==> config.mk <==
export PLATFORM = sky130hd
export DESIGN_NAME = seq_detector_prog
export DESIGN_NICKNAME = d
export VERILOG_FILES = /design/src/rtl/seq_detector_prog.sv
export SDC_FILE = /design/constraint.sdc
export NUM_CORES = 1
export LEC_CHECK = 0
export ABC_AREA = 1
export CORE_AREA = 2 2 64 60
export DETAILED_ROUTE_END_ITERATION = 8
export DIE_AREA = 0 0 66 62
export GPL_TIMING_DRIVEN = 1
export HOLD_SLACK_MARGIN = 0.03
export PLACE_DENSITY = 0.9
export SYNTH_ARGS = -nofsm -noshare
export SYNTH_HDL_FRONTEND = slang
export SYNTH_SLANG_ARGS = --single-unit
==> constraint.sdc <==
create_clock -name clk -period 3.5 [get_ports clk]
set_input_delay 1.05 -clock clk [delete_from_list [all_inputs] [get_ports clk]]
set_output_delay 1.05 -clock clk [all_outputs]
set_load 0.02 [all_outputs]
==> src/rtl/seq_detector_prog.sv <==
// Programmable serial pattern detector: run-time pattern/length, overlap or
// non-overlap matching, Mealy and registered match flags, saturating count.
module seq_detector_prog #(
  parameter int MAX_LEN = 8,
  parameter int CNT_W   = 8,
  parameter int LEN_W   = $clog2(MAX_LEN + 1)
) (
  input  logic               clk,
  input  logic               rst_n,
  input  logic               x,
  input  logic               x_valid,
  input  logic               cfg_load,
  input  logic [MAX_LEN-1:0] cfg_pattern,
  input  logic [LEN_W-1:0]   cfg_len,
  input  logic               cfg_overlap,
  input  logic               cnt_clr,
  output logic               z,
  output logic               z_q,
  output logic [CNT_W-1:0]   match_count
);

  localparam logic [LEN_W-1:0]   LEN_MAX   = LEN_W'(MAX_LEN);
  localparam logic [LEN_W-1:0]   LEN_RST   = LEN_W'(4);
  localparam logic [MAX_LEN-1:0] PAT_RST   = MAX_LEN'(4'b0110);
  localparam logic [CNT_W-1:0]   CNT_MAX   = {CNT_W{1'b1}};

  logic [MAX_LEN-1:0] pat_r;
  logic [LEN_W-1:0]   len_r;
  logic               ovl_r;
  logic [MAX_LEN-1:0] hist_r;
  logic [LEN_W-1:0]   fill_r;
  logic [CNT_W-1:0]   cnt_r;
  logic               z_q_r;

  logic               accept_s;
  logic [MAX_LEN-1:0] window_s;
  logic [MAX_LEN-1:0] mask_s;
  logic               fill_ok_s;
  logic               z_s;
  logic [LEN_W-1:0]   len_clamp_s;
  logic [LEN_W-1:0]   fill_next_s;
  logic [CNT_W-1:0]   cnt_next_s;

  assign accept_s  = x_valid & ~cfg_load;
  assign window_s  = {hist_r[MAX_LEN-2:0], x};
  // fill + 1 >= len avoids the underflow of len - 1 when len is zero
  assign fill_ok_s = (({1'b0, fill_r} + (LEN_W+1)'(1)) >= {1'b0, len_r});

  // Compare mask: only the low len_r pattern bits take part in the match
  always_comb begin
    mask_s = {MAX_LEN{1'b0}};
    for (int i = 0; i < MAX_LEN; i++) begin
      if (i < int'(len_r)) begin
        mask_s[i] = 1'b1;
      end else begin
        mask_s[i] = 1'b0;
      end
    end
  end

  // Mealy match decision
  always_comb begin
    z_s = 1'b0;
    if (accept_s && (len_r != {LEN_W{1'b0}}) && fill_ok_s &&
        (((window_s ^ pat_r) & mask_s) == {MAX_LEN{1'b0}})) begin
      z_s = 1'b1;
    end else begin
      z_s = 1'b0;
    end
  end

  // Clamp requested length to the history depth
  always_comb begin
    len_clamp_s = cfg_len;
    if (cfg_len > LEN_MAX) begin
      len_clamp_s = LEN_MAX;
    end else begin
      len_clamp_s = cfg_len;
    end
  end

  // Fill counter next value: restart after a non-overlapping match, else saturate
  always_comb begin
    fill_next_s = fill_r;
    if (!accept_s) begin
      fill_next_s = fill_r;
    end else if (z_s && !ovl_r) begin
      fill_next_s = {LEN_W{1'b0}};
    end else if (fill_r == LEN_MAX) begin
      fill_next_s = fill_r;
    end else begin
      fill_next_s = fill_r + LEN_W'(1);
    end
  end

  // Match counter next value; a clear wins over a same-cycle match
  always_comb begin
    cnt_next_s = cnt_r;
    if (cnt_clr || cfg_load) begin
      cnt_next_s = {CNT_W{1'b0}};
    end else if (z_s && (cnt_r != CNT_MAX)) begin
      cnt_next_s = cnt_r + CNT_W'(1);
    end else begin
      cnt_next_s = cnt_r;
    end
  end

  // Active configuration registers
  always_ff @(posedge clk or negedge rst_n) begin
    if (!rst_n) begin
      pat_r <= PAT_RST;
      len_r <= LEN_RST;
      ovl_r <= 1'b1;
    end else if (cfg_load) begin
      pat_r <= cfg_pattern;
      len_r <= len_clamp_s;
      ovl_r <= cfg_overlap;
    end else begin
      pat_r <= pat_r;
      len_r <= len_r;
      ovl_r <= ovl_r;
    end
  end

  // History shift register and fill counter; a config load wipes both
  always_ff @(posedge clk or negedge rst_n) begin
    if (!rst_n) begin
      hist_r <= {MAX_LEN{1'b0}};
      fill_r <= {LEN_W{1'b0}};
    end else if (cfg_load) begin
      hist_r <= {MAX_LEN{1'b0}};
      fill_r <= {LEN_W{1'b0}};
    end else if (accept_s) begin
      hist_r <= window_s;
      fill_r <= fill_next_s;
    end else begin
      hist_r <= hist_r;
      fill_r <= fill_r;
    end
  end

  // Registered match flag and match counter
  always_ff @(posedge clk or negedge rst_n) begin
    if (!rst_n) begin
      z_q_r <= 1'b0;
      cnt_r <= {CNT_W{1'b0}};
    end else begin
      z_q_r <= z_s;
      cnt_r <= cnt_next_s;
    end
  end

  assign z           = z_s;
  assign z_q         = z_q_r;
  assign match_count = cnt_r;

endmodule

# == Yosys cells after proc, flatten, opt, wreduce, memory -nomap -nowiden ==
# Index checks and enable logic that the tools add are counted.
# totals
ff_bits,33
latch_bits,0
ram_bits,0
mem_bits_ro,0
output_inout_bits,10
wordCells,57
n_memories,0
# op_classes
addsub,3
n_mul,0
div,0
n_lt_le_gt_ge,10
n_eq_ne,3
shifts,0
n_mux,18
n_bitwise,4
n_reduce_logical,12
# op_table
cell,n
two-way mux 4 bit,5
"< comparator 3 x 4 -> 1 bit, first input constant",4
two-way mux 8 bit,2
two-way mux 7 bit,2
two-way mux 1 bit,9
"adder 8 x 1 -> 8 bit, second input constant",1
bitwise AND 8 bit,1
zero test 8 bit,1
"< comparator 1 x 4 -> 1 bit, first input constant",2
"< comparator 2 x 4 -> 1 bit, first input constant",2
"inequality test 8 bit, second input constant",1
XOR 8 bit,1
"adder 4 x 1 -> 5 bit, second input constant",1
greater-or-equal comparator 5 x 4 -> 1 bit,1
logical AND 1 bit,5
"adder 4 x 1 -> 4 bit, second input constant",1
"== test 4 bit, second input constant",1
"> comparator 4 bit, second input constant",1
nonzero test 2 bit,2
nonzero test 4 bit,1
"inequality test 3 bit, second input constant",1
AND reduction 2 bit,1
bitwise AND 1 bit,1
zero test 1 bit,1
2 further kinds,2

# == Logic depth before layout (Yosys ltp) ==
# Gate-level depths: netlist (run 1).
# depth
depth_word,10
mapped_depth,14

# == Least setup slack after synthesis (run 1) ==
# No wires, ideal clock.
# synth_timing
path_kind,in2out
startpoint,input cfg_load
endpoint,output z
t_arrival_ns,1.737
setup_slack_ns,0.713
path_stages,8
path_cell_list,buf_6 -> nor2_4 -> nand2_1 -> nor2_1 -> nand2_1 -> nor2_2 -> nand2_2 -> clkinv_4
# synth_between
elab_chain_cells,6
# synth_lines
item,line_no,source
start: declaration,12,"input logic cfg_load,"
NOT 1 bit,44,assign accept_s = x_valid & ~cfg_load;
bitwise AND 1 bit,44,
logical AND 1 bit (3 in series),64,if (accept_s && (len_r != {LEN_W{1'b0}}) && fill_ok_s &&
two-way mux 1 bit,64,
end: declaration,17,"output logic z,"
# No other way between the ends.

# == Worst setup path after layout (run 1) ==
# layout_timing
startpoint,input x_valid
endpoint,output z
# layout_between
elab_chain_cells,5
# layout_lines
item,line_no,source
start: declaration,11,"input logic x_valid,"
bitwise AND 1 bit,44,
logical AND 1 bit (3 in series),64,
two-way mux 1 bit,64,
# No other way between the ends.

==> results.tsv, run 1 <==
metric	value	unit
Final Max Slew Viols	0	
Initial Util	53.7	%
syn avg cell area	7.94	um2
most used cell, CP	nand2_1	
Max Buffers Root-to-Sink	2	
antenna violations before repair	0	
Data arrival, critical path	2.28	ns
flops & latches, synth	33	
setup ws final	0.167	ns
final cell count without fillers	321	
DP HPWL	2.83	mm
period utilization	95.2	%
IO Count	29	
syn nets	264	
pwr dens	413	nW/um2
most frequent cell after synthesis	nand2_1	
diode count	0	
switching share of power	26.8	%
Pwr Total	0.973	mW
DIE HEIGHT	62	um
combinational share of power	17.2	%
number of global-route vias before repair	1597	
Die Width	66	um
Synth top area share	38.4	%
Cell Area, Synth	1890	um2
IO Port Bufs	28	
largest net degree at the start of global routing	34	
DRC viols	0	
EDFF count, synth	0	
core area	3520	um2
first-pass GRT wire length	6.67	mm
Max-Cap Viols	0	
H-tree Lvls	2	
Yosys warnings	0	
Setup crit end kind	output pin	
Worst-Margin Slew	0.415	ns
Reg power frac	44.5	%
First-pass DRT Iterations	4	
Max transition margin	72.4	%
Top Family by Delay on Critical Path	buffers and inverters	
post-route ant nets	0	
hold slack final	0.495	ns
data required time of the worst path	2.45	ns
CTS buffer count	5	
FP Rows	21	
drt wl/cell	12.2	um
Iter 0 DRT Violations	149	
Clock Pin Slew Worst Setup and Hold Paths	0.07	ns
Seq/Total Area, Yosys	43.9	%
Clock Power Share	38.3	%
Clock Root Buffer	clkbuf_8	
startpoint types	input port	
clk sinks	33	
worst min-delay path category	flop to flop	
CTS tree	yes	
endpoints failing setup	0	
post-cts resize count	2	
peak supply drop	0.252	mV
Vias	1647	
Post-CTS Setup Bufs	0	
worst-path maximum fanout	2	
Peak Freq	300	MHz
global route total overflow	0	
layout cell share with drive strength beyond 1	14.5	%
Hold Violations, Final	0	
hold buffer count at cts	0	
DP Worst Slack	-0.275	ns
RSZ-0062 raised after global routing	no	
Synth area leader	dfrtp_1	
main area contributors after synthesis	dfrtp_1 38%, nand2_1 15%, inv_1 6.0%	
die area	4090	um2
critical path type	input port to output pin	
cells along the critical path	clkdlybuf4s50_1, inv_1, nor2_4, nand2_1, nor2_1, nand2_1, nor2_2, nand2_2, clkinv_4, clkbuf_2	
crit path time final	3.33	ns
cell internal pwr	0.712	mW
status	finished, final reports clean	
CP max stage delay	0.45	ns
Final Util	66.9	%
Mapped Cells	238	
unique cell type count in the Yosys netlist	27	
Total GRT Usage	22.2	%
Main synth FF type	dfrtp_1	
Post-Route WL	3.93	mm
later-pin clock latency in the skew report	0.30	ns
Placed Cells	313	
Buf/Inv on CP	4	
switching pwr	0.260	mW
Area Growth Syn to Fin	24.6	%
number of fill cells	306	
post-DR vias/cell	5.13	
Clock Skew	0.00454	ns
Synth top cells by count	75 x nand2_1, 30 x inv_1, 29 x dfrtp_1	
fin nets	300	
placer congestion estimate	0.850	
post-synthesis async set-or-reset flop share	100	%
Worst path slowest cell	clkdlybuf4s50_1	
Static Leak	1.15	nW
[layout by cell type, fill, tap and decap left out, types with 3 or more instances in the layout]
cell type        count
a21oi_1              3
buf_4                5
clkbuf_8             6
clkdlybuf4s50_1     27
dfrtp_1             29
dfstp_2              4
ha_1                 7
inv_1               30
inv_2                3
nand2_1             75
nand2_2              8
nand3_1             17
nand4_1              5
nor2_1              10
nor2_2               3
o21ai_0              9
o21ai_1              4
o22ai_1              6
xor2_1               7
[per-layer routing]
layer	wire (um)	track usage [%]	vias up	share of wire (%)
met5	0	0	-	0
met4	94	13.4	0	2.4
met3	196	5.23	8	5.0
met2	1900	35.8	42	48
met1	1740	27.9	766	44
li1	-	-	831	-
[power groups by stage]
stage	registers, mW	clock network, mW	logic, mW
3_5_place_dp	0.438	0	0.167
2_1_floorplan	0.433	0	0.113
3_3_place_gp	0.438	0	0.161
6_report	0.433	0.373	0.168
4_1_cts	0.432	0.381	0.169
5_1_grt	0.437	0.401	0.191
[final timing paths]
kind / from / end / slack [ns] / depth (start not counted)
setup reg to reg: fill_r[0] / match_count[7] / 1.31 / 14
min in group asynchronous: rst_n / pat_r[0] / 1.15 / 2
hold reg to reg: ovl_r / ovl_r / 0.50 / 2
max in group asynchronous: rst_n / len_r[2] / 2.01 / 2
setup / recovery: x_valid / z / 0.17 / 10
hold / removal: ovl_r / ovl_r / 0.50 / 2
[stage by stage]
step,TNS [ns],cell area (um2)
global placement,-0.249,2240
CTS,0,2360
global route,0,2350
finish,0,2350
detailed placement,-0.275,2240
floorplan,0,1890
[layout make-up]
cell class / count / area (um2) / share of cell area (%)
repair buffers: 33 / 313 / 13.3
clock inverters: 1 / 30.0 / 1.28
well taps: 46 / 57.6 / 2.44
multi-input cells: 167 / 905 / 38.4
inverters: 34 / 133 / 5.63
clock buffers: 7 / 86.3 / 3.67
flip-flops and latches: 33 / 831 / 35.3
[state kept, by name, summed over array words and instances, names as in the netlist]
| register | count |
|---|---|
| z_q | 1 |
| ovl_r | 1 |
| match_count | 8 |
| fill_r | 4 |
| len_r | 4 |
| pat_r | 8 |
| hist_r | 7 |
[kinds of logic (layout without fill, tap and decap cells)]
kind of cell / Yosys count / in the layout / share of synthesized area [%]
and+or+nand+nor: 126 / 126 / 31.6
xor gates and xnor gates: 8 / 8 / 3.71
buffers and inverters: 38 / 75 / 8.21
DFF: 33 / 33 / 43.9
AOI/OAI and AO/OA: 26 / 26 / 7.94
adders and majority gates: 7 / 7 / 4.63
[worst min-delay path: cells and delay by family (launching register included)]
kind / cells / cell delay [ns]
and+or+nand+nor: 2 / 0.13
DFF: 1 / 0.37
No activity file was read; power rests on OpenSTA's default activity.
==> run 2, diff against run 1 <==
--- a/config.mk
+++ b/config.mk
@@ -11,7 +11,7 @@
 export DIE_AREA = 0 0 66 62
 export GPL_TIMING_DRIVEN = 1
 export HOLD_SLACK_MARGIN = 0.03
-export PLACE_DENSITY = 0.9
+export PLACE_DENSITY = 0.82
 export SYNTH_ARGS = -nofsm -noshare
 export SYNTH_HDL_FRONTEND = slang
 export SYNTH_SLANG_ARGS = --single-unit
==> run 2 against run 1 <==
Die area did not move. Flip-flop and latch count did not move. Final cell count unchanged. Clock skew grew 0.0044 ns. Sequential share of layout area rose by 0.40 points. Sequential power hardly changed. Worst hold slack hardly changed. Critical path type unchanged. Highest routed layer unchanged.
==> results.tsv, run 2 (synthesized netlist as in run 1, its figures left out) <==
metric	value	unit
status	finished, final reports clean	
first-pass GRT wire length	6.34	mm
Clock Root Buffer	clkbuf_8	
Max-Cap Viols	0	
Clock Power Share	32.8	%
worst-path maximum fanout	2	
number of fill cells	311	
number of global-route vias before repair	1432	
Initial Util	53.7	%
DRC viols	0	
worst min-delay path category	flop to flop	
largest net degree at the start of global routing	34	
Worst-Margin Slew	0.409	ns
Die Width	66	um
cell internal pwr	0.641	mW
layout cell share with drive strength beyond 1	14.2	%
die area	4090	um2
CP max stage delay	0.46	ns
Critical R2R Capture	match_count[6]	
hold buffer count at cts	0	
post-DR vias/cell	4.97	
Worst path slowest cell	clkdlybuf4s50_1	
Post-Route WL	3.70	mm
register area	831	um2
Reg power frac	48.6	%
pwr dens	383	nW/um2
worst hold path cell count	2	
setup slack, reg-to-reg	1.36	ns
Iter 0 DRT Violations	123	
placer congestion estimate	0.852	
Vias	1596	
Post-CTS Setup Bufs	0	
Worst R2R Start	fill_r[2]	
combinational share of power	18.7	%
commonest cells after routing, fill and taps aside	75 x nand2_1, 30 x inv_1, 29 x dfrtp_1	
fin nets	300	
IO Port Bufs	28	
cells along the critical path	clkdlybuf4s50_1, inv_1, nor2_4, nand2_1, nor2_1, nand2_1, nor2_2, nand2_2, clkinv_4, clkbuf_2	
Setup crit end kind	output pin	
setup ws final	0.157	ns
switching share of power	28.1	%
endpoints failing setup	0	
most used cell, CP	nand2_1	
Max transition margin	72.7	%
RSZ-0062 raised after global routing	no	
clk sinks	33	
DP Worst Slack	-0.290	ns
critical path type	input port to output pin	
DP HPWL	2.76	mm
Final Max Slew Viols	0	
Clock Skew	0.00890	ns
switching pwr	0.251	mW
CTS buffer count	5	
Data arrival, critical path	2.29	ns
First-pass DRT Iterations	4	
Area Growth Syn to Fin	23.2	%
FP Rows	21	
data required time of the worst path	2.45	ns
later-pin clock latency in the skew report	0.29	ns
global route total overflow	0	
IO Count	29	
period utilization	95.5	%
antenna violations before repair	0	
Peak Freq	299	MHz
most common cell after layout, fill and taps aside	nand2_1	
diode count	0	
drt wl/cell	11.5	um
Worst setup endpoint	z	
post-route ant nets	0	
Static Leak	1.14	nW
CTS tree	yes	
post-cts resize count	2	
H-tree Lvls	2	
Hold Violations, Final	0	
Multi-input gate area	905	um2
Worst Reg-to-Reg Cells	14	
core area	3520	um2
Total GRT Usage	20.9	%
startpoint types	input port	
crit path time final	3.34	ns
Clock Pin Slew Worst Setup and Hold Paths	0.06	ns
Total Neg Setup Slack	0	ns
Max Buffers Root-to-Sink	2	
DIE HEIGHT	62	um
Pwr Total	0.892	mW
peak supply drop	0.264	mV
Crit. Startpoint	x_valid	
run 2: worst min-delay path by stage:
stage,from,to
final,pat_r[2],pat_r[2]
after global routing,pat_r[1],pat_r[1]
after CTS,pat_r[2],pat_r[2]
after detailed placement,pat_r[5],pat_r[5]
after global placement,ovl_r,ovl_r
after floorplan,pat_r[7],pat_r[7]
run 2: power groups by stage:
stage | logic [mW] | registers (mW) | clock network, mW
finish | 0.166 | 0.433 | 0.292
floorplan | 0.113 | 0.433 | 0
global placement | 0.161 | 0.438 | 0
CTS | 0.168 | 0.433 | 0.297
detailed placement | 0.167 | 0.440 | 0
global route | 0.194 | 0.437 | 0.314
run 2: layout make-up:
class,count,area share (%)
clock buffers,8,3.87
inverters,34,5.70
multi-input cells,167,38.9
flip-flops and latches,33,35.7
well taps,46,2.47
repair buffers,33,13.4
run 2: metal layers:
| layer | routed length (um) | vias to the layer above | track usage, % |
|---|---|---|---|
| met2 | 1650 | 31 | 31.6 |
| met4 | 73 | 0 | 7.87 |
| met3 | 148 | 7 | 5.95 |
| met5 | 0 | - | 0 |
| met1 | 1830 | 729 | 29.0 |
| li1 | - | 829 | - |
run 2: critical path, delay by kind of cell:
kind                   cells  cell delay, ns
buffers and inverters      4            0.74
AND/OR/NAND/NOR            6            0.51
run 2: metrics by stage:
stage	utilization, %	hold WS (ns)	instance area [um2]	cells
3_5_place_dp	63.7	0.489	2240	313
5_1_grt	66.1	0.526	2330	321
6_report	66.1	0.495	2330	321
3_3_place_gp	63.7	0.484	2240	313
4_1_cts	66.3	0.500	2330	321
2_1_floorplan	-	0.458	1890	238
